===== src/rtl/div_reconstruct8_pkg.sv =====
// Shared definitions for the div_reconstruct8 dividend reconstructor.
// Holds the FSM state encoding and the default quotient/divisor widths.
package div_reconstruct8_pkg;

  localparam int unsigned QW_DEFAULT = 8;
  localparam int unsigned DW_DEFAULT = 7;

  typedef enum logic [1:0] {
    IDLE = 2'd0,
    RUN  = 2'd1,
    DONE = 2'd2
  } state_e;

endpackage


===== src/rtl/div_reconstruct8_shift_add_step.sv =====
// One iteration of the radix-2 shift-add multiplier.
// Ports:
//   acc      - current accumulator value
//   b        - divisor (multiplicand)
//   qbit     - current quotient bit; the shifted divisor is added only when set
//   shamt    - iteration index, i.e. the weight of qbit
//   acc_next - accumulator after this iteration
module shift_add_step #(
  parameter int unsigned QW = 8,
  parameter int unsigned DW = 7,
  parameter int unsigned CW = 4
) (
  input  logic [QW+DW-1:0] acc,
  input  logic [DW-1:0]    b,
  input  logic             qbit,
  input  logic [CW-1:0]    shamt,
  output logic [QW+DW-1:0] acc_next
);

  localparam int unsigned AW = QW + DW;

  logic [AW-1:0] b_ext;

  assign b_ext    = AW'(b);
  // Widest term is b << (QW-1); the final sum never exceeds (2^QW-1)*2^DW, so AW bits suffice.
  assign acc_next = qbit ? (acc + (b_ext << shamt)) : acc;

endmodule


===== src/rtl/div_reconstruct8.sv =====
// Sequential dividend reconstructor: a = quo*b + rem.
// Accepts a request in IDLE, spends QW iterations adding b<<i for each set quotient
// bit (LSB first) onto an accumulator seeded with rem, then presents the result in DONE.
// err flags a quo/b/rem triple that no legal divide could produce (b==0 or rem>=b).
// Ports:
//   clk, reset           - clock, asynchronous active-low reset
//   in_valid/in_ready    - request handshake, carrying quo, b, rem
//   out_valid/out_ready  - result handshake, carrying a, err
module div_reconstruct8
  import div_reconstruct8_pkg::*;
#(
  parameter int unsigned QW = QW_DEFAULT,
  parameter int unsigned DW = DW_DEFAULT
) (
  input  logic            clk,
  input  logic            reset,
  input  logic            in_valid,
  output logic            in_ready,
  input  logic [QW-1:0]   quo,
  input  logic [DW-1:0]   b,
  input  logic [QW-1:0]   rem,
  output logic            out_valid,
  input  logic            out_ready,
  output logic [QW+DW-1:0] a,
  output logic            err
);

  localparam int unsigned AW = QW + DW;
  // Counter must reach QW, which marks "all iterations done".
  localparam int unsigned CW = $clog2(QW + 1);

  state_e        state_q, state_d;
  logic [QW-1:0] quo_q, quo_d;
  logic [DW-1:0] b_q, b_d;
  logic [AW-1:0] acc_q, acc_d;
  logic [CW-1:0] cnt_q, cnt_d;
  logic          err_pend_q, err_pend_d;
  logic [AW-1:0] a_q, a_d;
  logic          err_q, err_d;
  logic [AW-1:0] step_acc;

  shift_add_step #(
    .QW (QW),
    .DW (DW),
    .CW (CW)
  ) u_step (
    .acc      (acc_q),
    .b        (b_q),
    .qbit     (quo_q[0]),
    .shamt    (cnt_q),
    .acc_next (step_acc)
  );

  always_comb begin
    state_d    = state_q;
    quo_d      = quo_q;
    b_d        = b_q;
    acc_d      = acc_q;
    cnt_d      = cnt_q;
    err_pend_d = err_pend_q;
    a_d        = a_q;
    err_d      = err_q;
    in_ready   = 1'b0;
    out_valid  = 1'b0;

    unique case (state_q)
      IDLE: begin
        in_ready = 1'b1;
        if (in_valid) begin
          quo_d      = quo;
          b_d        = b;
          acc_d      = AW'(rem);
          cnt_d      = '0;
          err_pend_d = (b == '0) || (AW'(rem) >= AW'(b));
          state_d    = RUN;
        end
      end
      RUN: begin
        if (cnt_q == CW'(QW)) begin
          // Result registers only move here, so a/err stay stable outside DONE entry.
          a_d     = acc_q;
          err_d   = err_pend_q;
          state_d = DONE;
        end else begin
          acc_d = step_acc;
          // Shift the quotient so the current bit is always at index 0.
          quo_d = quo_q >> 1;
          cnt_d = cnt_q + CW'(1);
        end
      end
      DONE: begin
        out_valid = 1'b1;
        if (out_ready) begin
          state_d = IDLE;
        end
      end
      default: begin
        state_d = IDLE;
      end
    endcase
  end

  always_ff @(posedge clk or negedge reset) begin
    if (!reset) begin
      state_q    <= IDLE;
      quo_q      <= '0;
      b_q        <= '0;
      acc_q      <= '0;
      cnt_q      <= '0;
      err_pend_q <= 1'b0;
      a_q        <= '0;
      err_q      <= 1'b0;
    end else begin
      state_q    <= state_d;
      quo_q      <= quo_d;
      b_q        <= b_d;
      acc_q      <= acc_d;
      cnt_q      <= cnt_d;
      err_pend_q <= err_pend_d;
      a_q        <= a_d;
      err_q      <= err_d;
    end
  end

  assign a   = a_q;
  assign err = err_q;

endmodule


===== config.mk =====
export PLATFORM = sky130hd
export DESIGN_NAME = div_reconstruct8
export DESIGN_NICKNAME = d
export VERILOG_FILES = /design/src/rtl/div_reconstruct8_pkg.sv /design/src/rtl/div_reconstruct8_shift_add_step.sv /design/src/rtl/div_reconstruct8.sv
export SDC_FILE = /design/constraint.sdc
export NUM_CORES = 1
export LEC_CHECK = 0
export CAP_MARGIN = 30
export CORE_MARGIN = 3
export CORE_UTILIZATION = 50
export CTS_CLUSTER_SIZE = 14
export DETAILED_ROUTE_END_ITERATION = 10
export GPL_ROUTABILITY_DRIVEN = 1
export HOLD_SLACK_MARGIN = 0.02
export PLACE_DENSITY_LB_ADDON = 0.15
export SETUP_SLACK_MARGIN = 0.02
export SYNTH_ARGS = -nofsm -noshare
export SYNTH_HDL_FRONTEND = slang
export SYNTH_SLANG_ARGS = --single-unit

===== constraint.sdc =====
create_clock -name clk -period 5.25 [get_ports clk]
set_input_delay 1.575 -clock clk [delete_from_list [all_inputs] [get_ports clk]]
set_output_delay 1.575 -clock clk [all_outputs]
set_load 0.1 [all_outputs]

Yosys cells after proc, flatten, opt, wreduce, memory -nomap -nowiden
Index checks and enable logic that the tools add are counted.
{ "word_totals": {"input_bits": 27, "output_inout_bits": 18, "elab_cells": 45, "reg_bits": 53} }
{ "classes": {"n_eq_ne": 8, "addsub": 2, "magnitude_cmp": 1, "n_shift": 1, "reduce_logical": 9, "mux": 16} }
{ "op_table": {"columns": ["operator", "n"], "rows": [
  ["$mux W15", 3],
  ["$pmux W15 S2", 1],
  ["$mux W8", 2],
  ["$pmux W8 S2", 1],
  ["$add A15 B15 Y15", 1],
  ["$shl A7 B4 Y15", 1],
  ["$ne A2 B2 Y1 const B", 5],
  ["$ge A8 B7 Y1", 1],
  ["$mux W4", 2],
  ["$pmux W4 S2", 1],
  ["$logic_not A7 Y1", 1],
  ["$mux W2", 3],
  ["$pmux W2 S3", 1],
  ["$reduce_and A3 Y1", 2],
  ["$add A4 B1 Y4 const B", 1],
  ["$eq A4 B4 Y1 const B", 1],
  ["$reduce_and A2 Y1", 2],
  ["$reduce_and A4 Y1", 1],
  ["$eq A2 B1 Y1 const B", 1],
  ["$eq A2 B2 Y1 const B", 1],
  ["$logic_not A2 Y1", 1],
  ["$mux W1", 2],
  ["$reduce_bool A2 Y1", 1],
  ["$logic_or A1 B1 Y1", 1]
]} }

Longest topological paths before layout
{ "depth": {"word_depth": 5, "mapped_depth": 14, "mapped_depth_nobuf": 13} }

Modules after synthesis
A second synthesis with hierarchy kept.
{ "unflattened": {"cells_unflattened": 406, "area_unflattened_um2": 3716.1} }
{ "modules_own_cells": {"columns": ["module", "area_each_um2", "seq_area_each_um2", "cells_each", "n_inst"], "rows": [
  ["div_reconstruct8", 2402.3, 1326.3, 218, 1],
  ["shift_add_step", 1313.8, 0.0, 188, 1]
]} }

Least setup slack after synthesis
Ideal clock, no wire load.
{ "synth_path": {"path_type": "reg2out", "startpoint": "register state_q[1]", "endpoint": "output port out_valid", "slack_ps": 1824, "arrival_ps": 1851, "required_time_ps": 3675, "path_buffers": 1, "stages_incl_launch_ff": 3, "cell_sequence": "dfrtp_1 > buf_2 > nor2b_1"} }
{ "synth_via": {"elab_chain_cells": 2} }
{ "synth_rtl": {"columns": ["element", "line_no", "source"], "rows": [
  ["start: declaration", "div_reconstruct8.sv:32", "state_e state_q, state_d;"],
  ["start signal: assignment", "div_reconstruct8.sv:114", "state_q <= state_d;"],
  ["$eq A2 B2 Y1", "div_reconstruct8.sv:66", "unique case (state_q)"],
  ["$mux W1", "div_reconstruct8.sv:66", null],
  ["end: declaration", "div_reconstruct8.sv:22", "output logic out_valid,"]
]} }
Every way passes these cells.

Worst setup path after layout
{ "layout_path": {"startpoint": "register state_q[1]", "endpoint": "output port in_ready"} }
{ "layout_via": {"elab_chain_cells": 2} }
{ "layout_rtl": {"columns": ["element", "line_no", "source"], "rows": [
  ["$logic_not A2 Y1", "div_reconstruct8.sv:66", null],
  ["$mux W1", "div_reconstruct8.sv:66", null],
  ["end: declaration", "div_reconstruct8.sv:18", "output logic in_ready,"]
]} }
Every way passes these cells.

==> flow_summary_export.csv <==
group,metric,value,unit
outcome,outcome,"complete, no violations",
layout,nNetsFinal,464,
global_route,grt_pass1_vias,2788,
place,place.detailed.hpwl,6210,um
die,boundaryPins,45,
routing,detailroute.via_count,2887,
timing,period_needed,3.76,ns
timing,max_clock_freq,0.266,GHz
synthesis,synth_enable_flop_cells,0,
clock_network,cts_htree_levels,2,
global_route,antenna_found_initial,0,
routing,viasPerCell,5.71,
clock_network,cts.clk_slew.worst_paths,0.09,ns
timing,rel_slew_slack,34.7,%
layout,fillers,582,
die,placementRows,29,
setup_path,worstPathRequired,3.68,ns
synthesis,yosysSeqAreaShare,38.0,%
flow_run,max-cap-violations,0,
global_route,grt_max_degree,54,
die,fp.coreArea,6570,um2
timing,setup_total_negative_slack,0,ns
layout,final_layout_size_suffix_gt1_share,8.72,%
synthesis,post_synthesis_adder_cell_area_fraction,8.82,%
timing,timing.final.max_slew_violations,0,
routing,drtPass1Iterations,5,
die,die_width,89.5,um
layout,synthToLayoutAreaGrowth,16.4,%
synthesis,synth.most_common_cell,"dfrtp_1",
synthesis,synthXorXnorAreaFrac,2.01,%
timing,timing.final.crit_share,71.7,%
hold_path,worstHoldPathType,"flip-flop to flip-flop",
synthesis,ys_top_cells_by_count,"dfrtp_1 (53), nand2_1 (46), nor2_1 (26)",
synthesis,synthesis.instances,378,
clock_network,clock_path_buffers,2,
place,portBuffers,44,
synthesis,synth-simple-area-share,17.9,%
routing,totalWireLength,8090,um
global_route,grt-ovfl-total,0,
layout,antenna_cells_inserted,0,
synthesis,syn-mean-instance-area,9.23,um2
clock_network,cts-buffers-inserted,5,
synthesis,dominantRegCellSynth,"dfrtp_1",
synthesis,synth.top_cells.by_area,"dfrtp_1 (38%), ha_1 (8.2%), mux2_2 (6.1%)",
synthesis,yosys_warning_total,0,
synthesis,postSynthRegisterBits,53,
die,die_y,89.5,um
synthesis,synth_compound_gate_area_share,17.4,%
synthesis,mappedNetlistArea,3490,um2
routing,starting_drc_count_in_detailed_routing,181,
synthesis,yosysTopAreaCellShare,38.0,%
setup_path,cp_max_fo,8,
clock_network,clock-root-buffer,"clkbuf_8",
place,gp_congestion,0.918,
routing,remaining_design_rule_violation_count,0,
clock_network,cts_resized,0,
timing,grt_setup_unrepaired,"false",
die,die-area,8010,um2
synthesis,combinational_family_with_the_most_area_after_synthesis,"simple AND/OR/NAND/NOR gates",
routing,routed_wire_length_per_instance,16.0,um
synthesis,syn_nets,429,
timing,slew_at_the_pin_with_the_worst_max_slew_slack,0.976,ns
synthesis,synth-async-reset-ratio,100,%
clock_network,cts_tree,"yes",
synthesis,yosys-mux-area-fraction,11.7,%
clock_network,cts_num_sinks,53,
setup_path,crit_arrival,2.19,ns
timing,timing_hold_violations_final,0,
routing,antenna_violating_nets_post_route,0,
setup_path,timing.critical_path.to_type,"primary output",
global_route,grtUsageTotal,21.9,%
synthesis,yosysTopAreaCell,"dfrtp_1",
timing,finalSetupViolCount,0,
setup_path,crit_path_start_kind,"flip-flop",
setup_path,kind_of_critical_path,"flip-flop to primary output",
clock_network,hold_buffers,0,
clock_network,postCtsSetupBuffers,0,
clock_network,clk-insertion-delay-late,0.31,ns
global_route,grt_pass1_wl,13500,um
die,initial_core_utilization,53.1,%
synthesis,synth_cell_types,54,
timing,fin_clk_skew,0.00883,ns
==> layout make-up <==
class | instances | area (um2) | share of cell area (%)
Clock buffer | 7 | 86.3 | 2.13
Inverter | 17 | 63.8 | 1.57
Multi-Input combinational cell | 290 | 2020 | 49.7
Sequential cell | 53 | 1330 | 32.7
Tap cell | 93 | 116 | 2.87
Timing Repair Buffer | 46 | 450 | 11.1
==> routing by layer <==
metal	up-vias	GRT usage (%)	wire length, um	part of all wire [%]
li1	1428	-	-	-
met1	1382	30.3	3840	47
met2	67	36.2	3780	47
met3	10	3.50	374	4.6
met4	0	5.14	101	1.2
met5	-	0	0	0
==> stage by stage <==
stage / util (%) / hold slack, ns / setup WS, ns / cells / cell area (um2)
2_1_floorplan: - / 0.449 / 1.82 / 378 / 3490
3_3_place_gp: 60.5 / 0.465 / 1.74 / 499 / 3970
3_5_place_dp: 60.5 / 0.471 / 1.67 / 499 / 3970
4_1_cts: 61.8 / 0.492 / 1.48 / 506 / 4060
5_1_grt: 61.8 / 0.524 / 1.37 / 506 / 4060
6_report: 61.8 / 0.487 / 1.49 / 506 / 4060
==> flip-flops by register name, summed over array words and instances (netlist names) <==
register,cells
a,15
acc_q,15
quo_q,8
b_q,7
cnt_q,4
state_q,2
err,1
err_pend_q,1
==> cells by family (layout without fill, tap and decap cells) <==
group,Yosys count,in the layout
AOI/OAI and AO/OA,96,96
DFF,53,53
adders and majority gates,24,24
xor gates and xnor gates,8,8
muxes,36,36
and+or+nand+nor,126,126
buffers and inverters,35,70
==> worst max-delay path: stages (launching register included) <==
cell and delay (ns):
dfrtp_1 0.46, nor2_1 0.24, clkdlybuf4s50_1 1.18
==> path summary, 6_finish.rpt <==
kind	startpoint	end	slack (ns)	cells after the start
hold / removal	quo_q[1]$_DFFE_PN0P_	quo_q[1]$_DFFE_PN0P_	0.49	2
hold reg to reg	quo_q[1]$_DFFE_PN0P_	quo_q[1]$_DFFE_PN0P_	0.49	2
min in group asynchronous	reset	acc_q[9]$_DFFE_PN0P_	1.37	2
max in group asynchronous	reset	acc_q[7]$_DFFE_PN0P_	3.42	2
setup / recovery	state_q[1]$_DFFE_PN0P_	in_ready	1.49	2
setup reg to reg	cnt_q[1]$_DFFE_PN0P_	acc_q[9]$_DFFE_PN0P_	1.70	9
==> cells in the final DEF, fill, tap and decap left out, types with 5 or more instances in the layout <==
cell,n
a211oi_1,7
a21o_1,11
a21oi_1,22
clkbuf_8,6
clkdlybuf4s50_1,43
dfrtp_1,53
ha_1,23
inv_1,15
mux2_2,19
mux2i_1,14
nand2_1,46
nand2b_1,5
nand3_1,10
nor2_1,26
nor2b_1,8
nor3_1,6
o21ai_0,25
Power is not shown: default switching activity piles up to over one toggle a cycle in this logic, so the estimate is an artifact.
